`src/rtl/lfsr_pkg.sv`:
```
// Shared types and constants for the LFSR stream generators: FSM state enum,
// default feedback masks for common widths and the fallback seed.
package lfsr_pkg;

    typedef enum logic [0:0] {
        ST_WARMUP = 1'b0,
        ST_RUN    = 1'b1
    } lfsr_state_e;

    // Maximal-length masks for the left-shifting form; bit i selects state[i].
    localparam logic [63:0] LFSR_TAPS_8  = 64'h0000_0000_0000_00B8;
    localparam logic [63:0] LFSR_TAPS_16 = 64'h0000_0000_0000_B400;
    localparam logic [63:0] LFSR_TAPS_32 = 64'h0000_0000_B89A_DA1C;
    localparam logic [63:0] LFSR_TAPS_64 = 64'hD800_0000_0000_0000;

    localparam logic [63:0] LFSR_DEFAULT_SEED = 64'h0000_0000_FA11_4514;

endpackage

```
`src/rtl/lfsr_step.sv`:
```
// Combinational multi-step Fibonacci LFSR advance: applies STEPS single shifts
// of next = {state[WIDTH-2:0], ^(state & TAPS)} within one cycle.
module lfsr_step #(
    parameter int          WIDTH = 32,
    parameter logic [63:0] TAPS  = 64'h0000_0000_B89A_DA1C,
    parameter int          STEPS = 1
) (
    input  logic [WIDTH-1:0] i_state,
    output logic [WIDTH-1:0] o_state
);

    localparam logic [WIDTH-1:0] TAP_MASK = TAPS[WIDTH-1:0];

    logic [WIDTH-1:0] w_work;

    always_comb begin
        w_work = i_state;
        // NOTE: blocking assignments here chain each unrolled shift into the
        // next within the same evaluation; non-blocking would collapse to one.
        for (int k = 0; k < STEPS; k++) begin
            w_work = {w_work[WIDTH-2:0], ^(w_work & TAP_MASK)};
        end
        o_state = w_work;
    end

endmodule

```
`src/rtl/lfsr_stream_source.sv`:
```
// Parametrised LFSR random-word source with valid/ready output, runtime reseed
// and post-seed warm-up. Define LFSR_ZERO_RECOVER_EN for zero-state recovery.
module lfsr_stream_source
    import lfsr_pkg::*;
#(
    parameter int          WIDTH        = 32,
    parameter logic [63:0] TAPS         = LFSR_TAPS_32,
    parameter int          STEPS        = 1,
    parameter int          WARMUP       = 4,
    parameter logic [63:0] DEFAULT_SEED = LFSR_DEFAULT_SEED
) (
    input  logic             iClock,
    input  logic             iResetN,
    input  logic             iSeedLoad,
    input  logic [WIDTH-1:0] iSeed,
    input  logic             iReady,
    output logic             oValid,
    output logic [WIDTH-1:0] oValue,
    output logic             oBusy,
    output logic             oFault
);

    localparam logic [WIDTH-1:0] SEED_W     = DEFAULT_SEED[WIDTH-1:0];
    localparam logic [7:0]       WARMUP_CNT = 8'(WARMUP);
    // With no warm-up configured, every (re)start lands directly in RUN.
    localparam lfsr_state_e      ST_RESTART = (WARMUP == 0) ? ST_RUN : ST_WARMUP;

    lfsr_state_e      r_fsm;
    lfsr_state_e      w_fsm_next;
    logic [WIDTH-1:0] r_state;
    logic [WIDTH-1:0] w_state_next;
    logic [WIDTH-1:0] w_advanced;
    logic [7:0]       r_count;
    logic [7:0]       w_count_next;
`ifdef LFSR_ZERO_RECOVER_EN
    logic             r_fault;
    logic             w_fault_next;
`endif

    lfsr_step #(
        .WIDTH (WIDTH),
        .TAPS  (TAPS),
        .STEPS (STEPS)
    ) u_step (
        .i_state (r_state),
        .o_state (w_advanced)
    );

    always_ff @(posedge iClock or negedge iResetN) begin
        if (!iResetN) begin
            r_fsm   <= ST_RESTART;
            r_state <= SEED_W;
            r_count <= WARMUP_CNT;
`ifdef LFSR_ZERO_RECOVER_EN
            r_fault <= 1'b0;
`endif
        end else begin
            // NOTE: non-blocking assignments so every register samples the
            // pre-edge values, independent of statement order.
            r_fsm   <= w_fsm_next;
            r_state <= w_state_next;
            r_count <= w_count_next;
`ifdef LFSR_ZERO_RECOVER_EN
            r_fault <= w_fault_next;
`endif
        end
    end

    always_comb begin
        // NOTE: every signal gets a hold default first so no path through the
        // branches below can leave one unassigned and infer a latch.
        w_fsm_next   = r_fsm;
        w_state_next = r_state;
        w_count_next = r_count;
`ifdef LFSR_ZERO_RECOVER_EN
        w_fault_next = 1'b0;
`endif
        if (iSeedLoad) begin
            // Reseed wins over a same-cycle fire; the consumer still took the old word.
            w_state_next = (iSeed == '0) ? SEED_W : iSeed;
            w_count_next = WARMUP_CNT;
            w_fsm_next   = ST_RESTART;
        end
`ifdef LFSR_ZERO_RECOVER_EN
        else if (r_state == '0) begin
            w_state_next = SEED_W;
            w_count_next = WARMUP_CNT;
            w_fsm_next   = ST_RESTART;
            w_fault_next = 1'b1;
        end
`endif
        else begin
            unique case (r_fsm)
                ST_WARMUP: begin
                    w_state_next = w_advanced;
                    w_count_next = r_count - 8'd1;
                    if (r_count == 8'd1) begin
                        w_fsm_next = ST_RUN;
                    end
                end
                ST_RUN: begin
                    if (iReady) begin
                        w_state_next = w_advanced;
                    end
                end
            endcase
        end
    end

    always_comb begin
        oValid = (r_fsm == ST_RUN);
        oBusy  = (r_fsm == ST_WARMUP);
        oValue = r_state;
`ifdef LFSR_ZERO_RECOVER_EN
        oFault = r_fault;
`else
        oFault = 1'b0;
`endif
    end

endmodule
```
`config.mk`:
```
export PLATFORM = sky130hd
export DESIGN_NAME = lfsr_stream_source
export DESIGN_NICKNAME = d
export VERILOG_FILES = /design/src/rtl/lfsr_pkg.sv /design/src/rtl/lfsr_step.sv /design/src/rtl/lfsr_stream_source.sv
export SDC_FILE = /design/constraint.sdc
export NUM_CORES = 1
export LEC_CHECK = 0
export ABC_AREA = 1
export CORE_UTILIZATION = 45
export CTS_CLUSTER_SIZE = 8
export DETAILED_ROUTE_END_ITERATION = 6
export PLACE_DENSITY_LB_ADDON = 0.3
export RECOVER_POWER = 100
export SLEW_MARGIN = 20
export SYNTH_ARGS = -nofsm -noshare
export SYNTH_HDL_FRONTEND = slang
export SYNTH_SLANG_ARGS = --single-unit
export TNS_END_PERCENT = 10
```
`constraint.sdc`:
```
create_clock -name iClock -period 3.2 [get_ports iClock]
set_input_delay 0.64 -clock iClock [delete_from_list [all_inputs] [get_ports iClock]]
set_output_delay 0.64 -clock iClock [all_outputs]
set_load 0.1 [all_outputs]
```
# Word-level counts from Yosys, hierarchy flattened
# Index checks and enable logic that the tools add are counted.
# op_classes
n_addsub	1
eq_ne	3
n_bitwise	1
reduce_logical	2
muxes	9
# op_table
cell	count
$mux 32	3
$pmux 32 s2	1
$logic_not 32->1	1
$reduce_xor 32->1	1
$mux 8	2
$eq 8x1->1 const B	1
$sub 8x1->8 const B	1
$mux 1	3
$ne 3x3->1 const B	1
$ne 2x2->1 const B	1
$not 1->1	1
# word_totals
output_inout_bits	35
elab_cells	19
in_bits	36
register_bits	41

# Logic depth before layout (Yosys ltp)
# logic_depth
depth_word	4
ltp_mapped	12
ltp_nobuf	12

# Cells and area by module
# From an unflattened synthesis, not the netlist that was laid out.
# hier_totals
cells_unflattened	398
area_unflattened_um2	2728.9
# by_module_without_submodules
module	cells_each	n_inst	seq_area_each_um2	area_per_inst_um2
lfsr_stream_source	301	1	1043.5	2193.4
lfsr_step	97	1	0.0	535.5

# Least setup slack after synthesis
# Ideal clock, no wire load.
# synth_timing
kind	flip-flop to flip-flop
start	register r_fsm, in the netlist oValid
end	register r_state[29], in the netlist oValue[29]
stages_incl_launch_ff	9
slack_ns	0.895
period_less_slack_ns	2.305
t_arrival_ns	2.243
cell_sequence	dfrtp_1 -> inv_2 -> nor2_4 -> inv_2 -> nor2_4 -> buf_4 -> buf_2 -> nand2_1 -> nand2_1
# synth_between
elab_chain_len	3
# synth_lines
element	line_no	text
start: declaration	lfsr_stream_source.sv:28	lfsr_state_e r_fsm;
start signal: assignment	lfsr_stream_source.sv:60	r_fsm <= w_fsm_next;
$not 1->1	-	
named net oBusy	lfsr_stream_source.sv:19	output logic oBusy,
$pmux 32 s2	lfsr_stream_source.sv:93	unique case (r_fsm)
$mux 32	lfsr_stream_source.sv:78	if (iSeedLoad) begin
end signal: assignment	lfsr_stream_source.sv:61	r_state <= w_state_next;
end: declaration	lfsr_stream_source.sv:30	logic [WIDTH-1:0] r_state;
# The timed path passes the listed nets, and every way through them passes these cells.
# A chain may end at the register's enable or synchronous reset.

# Worst setup path in the final report
# layout_timing
start	register r_state[29], in the netlist oValue[29]
end	output port oValue[29]
# layout_lines
element	line_no	text
end: declaration	lfsr_stream_source.sv:18	output logic [WIDTH-1:0] oValue,
# No word-level cell between the ends.

==> flow_summary_export.csv <==
group,metric,value,unit
outcome,status,"finished, final reports clean",
global_routing,grt_pass1_vias,2126,
placed_design,place_congestion,0.832,
detailed_routing,drcViolationCount,0,
die,start_util,47.5,%
final_layout,fillCellCount,530,
power,clockPowerShare,21.3,%
logic_synthesis,avgSynthCellArea,7.34,um2
global_routing,grt_pass1_wl,10200,um
sta,period_needed,2420,ps
setup_path,setup.worst_path.class,"flop to primary output",
detailed_routing,drt_iter0_drc,116,
setup_path,crit_buf_inv,1,
global_routing,antenna_found_initial,0,
setup_path,slowest_delay,880,ps
global_routing,grt_max_degree,42,
power,p_seq_share,34.8,%
setup_path,cp_top_family,"buffers and inverters",
logic_synthesis,synthCells,337,
logic_synthesis,synth.distinct_cells,29,
setup_path,cp.arrival,1780,ps
logic_synthesis,synth-seq-area-share,42.2,%
die,core_area,5200,um2
placed_design,port_buffers,69,
setup_path,critPathRequiredTime,2560,ps
power,p_total,0.00199,W
die,io_pins,71,
detailed_routing,wl,5990,um
final_layout,num-nets-final,437,
setup_path,crit_chain,"clkbuf_1",
logic_synthesis,ys_ff_latch,41,
die,die_y,76.1,um
final_layout,syn_to_final_growth,22.8,%
clock_tree,h-tree-depth,2,
sta,worst_slew_pin_slew,1180,ps
sta,setup_viol,0,
clock_tree,clk_path_buf_depth,2,
clock_tree,ctsHoldBuffers,0,
setup_path,startpoint_type,"flop",
final_layout,final_common_cell,"nand2_1",
clock_tree,postCtsSetupBuffers,0,
placed_design,dp_hpwl,4280,um
power,powerDensity,655,nW/um2
sta,maxSlewHeadroom,21.5,%
logic_synthesis,synth_warnings,0,
die,rows,26,
power,switching_share,48.4,%
global_routing,overflow,0,
logic_synthesis,synth.cell_area,2470,um2
sta,max_freq,414,MHz
detailed_routing,avgViaCountPerCell,4.94,
die,die_x,76.1,um
setup_path,cp-end-kind,"primary output",
setup_path,cp_slowest_cell,"clkbuf_1",
power,comb_power_share,43.9,%
detailed_routing,firstDrtPassIters,4,
global_routing,track_usage,22.0,%
logic_synthesis,synth.top_cell.area_share,27.3,%
logic_synthesis,synth_largest_area_cell,"dfrtp_1",
die,die_area,5790,um2
detailed_routing,wl_per_cell,12.7,um
power,leakage,1.47,nW
sta,slew_viol_final,0,
detailed_routing,ant_nets,0,
clock_tree,clock_latency,300,ps
sta,fin_crit_sh,75.5,%
final_layout,antennaDiodeCount,0,
clock_tree,cts_sinks,41,
power,irDropWorstVdd,0.000466,V
power,p_int,0.00103,W
run,max-cap-violations,0,
detailed_routing,vias,2320,
hold_path,hp-class,"input port to asynchronous set/reset pin",
sta,rsz0062_at_grt,"false",
clock_tree,cts_tree,"done",
clock_tree,numCtsBuffers,5,
setup_path,ff2ff_setup_slack,1300,ps
logic_synthesis,synthTopCellsByArea,"dfrtp_1 (27%), dfstp_2 (15%), nand2_1 (14%)",
sta,hold-worst-slack,470,ps
sta,timing.setup.tns,0,ps
sta,clock_skew,5.82,ps
logic_synthesis,syn_nets,375,
sta,hold_viol_final,0,
final_layout,final_cell_mix,"nand2_1 (95), a21oi_1 (47), inv_1 (45), clkbuf_1 (36), clkdlybuf4s50_1 (32)",
clock_tree,clkSlewWorstSetupHoldPaths,80,ps
power,p_sw,0.000962,W
setup_path,crit_fanout,5,
clock_tree,cts_resized,0,
final_layout,final_layout_size_suffix_gt1_share,10.3,%
clock_tree,clock-root-buffer,"clkbuf_8",
[registers in the layout, summed over array words and instances (netlist names)]
signal,flops
oValue,32
oValid,1
r_count,8
[power by group through the flow]
stage | registers, W | logic, W | clock network (W)
final | 0.000692 | 0.000873 | 0.000423
after global routing | 0.000705 | 0.000935 | 0.000448
after CTS | 0.000693 | 0.000933 | 0.000432
after detailed placement | 0.000702 | 0.000931 | 0
after global placement | 0.000701 | 0.000918 | 0
after floorplan | 0.00113 | 0.000285 | 0
[metal layers]
| layer | GRT usage, % | vias to the layer above | part of all wire, % |
|---|---|---|---|
| met5 | 0 | - | 0 |
| met1 | 30.5 | 1045 | 49 |
| met3 | 3.59 | 7 | 5.0 |
| met4 | 9.04 | 0 | 1.6 |
| met2 | 34.4 | 73 | 45 |
| li1 | - | 1195 | - |
[final timing paths]
path / startpoint / endpoint / cells after the start
setup reg to reg: oValid / oValue[3] / 8
setup / recovery: oValue[29] / oValue[29] / 1
min in group iClock: oValid / r_count[1] / 1
hold / removal: iResetN / oValid / 1
max in group asynchronous: iResetN / oValue[26] / 1
hold reg to reg: oValid / r_count[1] / 1
[synth_stat cells]
| master | number |
|---|---|
| dfrtp_1 | 27 |
| buf_6 | 4 |
| xnor2_1 | 1 |
| a22oi_1 | 2 |
| xor2_1 | 2 |
| ha_1 | 2 |
| nand2_2 | 1 |
| nand3_2 | 10 |
| nor2_4 | 2 |
| nand4_1 | 2 |
| o21ai_0 | 10 |
| buf_2 | 4 |
| buf_4 | 4 |
| nor3_1 | 2 |
| nand2_1 | 94 |
| inv_1 | 43 |
| o31ai_1 | 1 |
| nor3_2 | 1 |
| a21oi_1 | 47 |
| conb_1 | 1 |
| nand3_1 | 13 |
| dfstp_2 | 14 |
| nor4_1 | 4 |
| nor4_2 | 2 |
| inv_2 | 5 |
| clkbuf_1 | 4 |
| o21ai_1 | 8 |
| o41ai_1 | 1 |
| nor2_1 | 26 |
[through the flow]
| step | area, um2 | std cells | utilization, % | setup slack (ps) |
|---|---|---|---|---|
| finish | 3040 | 470 | 58.3 | 784 |
| global route | 3040 | 470 | 58.3 | 667 |
| CTS | 3170 | 470 | 60.9 | 1150 |
| detailed placement | 3060 | 462 | 58.8 | 845 |
| global placement | 3060 | 462 | 58.8 | 831 |
| floorplan | 2470 | 337 | - | 895 |
[layout make-up]
class                      count  area, um2  share of cell area [%]
multi-input combinational    232       1130                    37.3
sequential                    41       1040                    34.4
timing repair buffer          71        482                    15.9
inverter                      48        180                    5.94
tap                           70       87.6                    2.89
clock buffer                   6       72.6                    2.39
clock inverter                 2       38.8                    1.28
[logic make-up after synthesis]
kind of cell / synth area share, %
AO/OA/AOI/OAI: 14.4
buffers and inverters: 11.7
AND/OR/NAND/NOR: 29.4
flip-flops: 42.2
other: 0.152
adder cells (fa/ha/maj): 1.01
XOR/XNOR: 1.06
No activity file was read; power rests on OpenSTA's default activity.
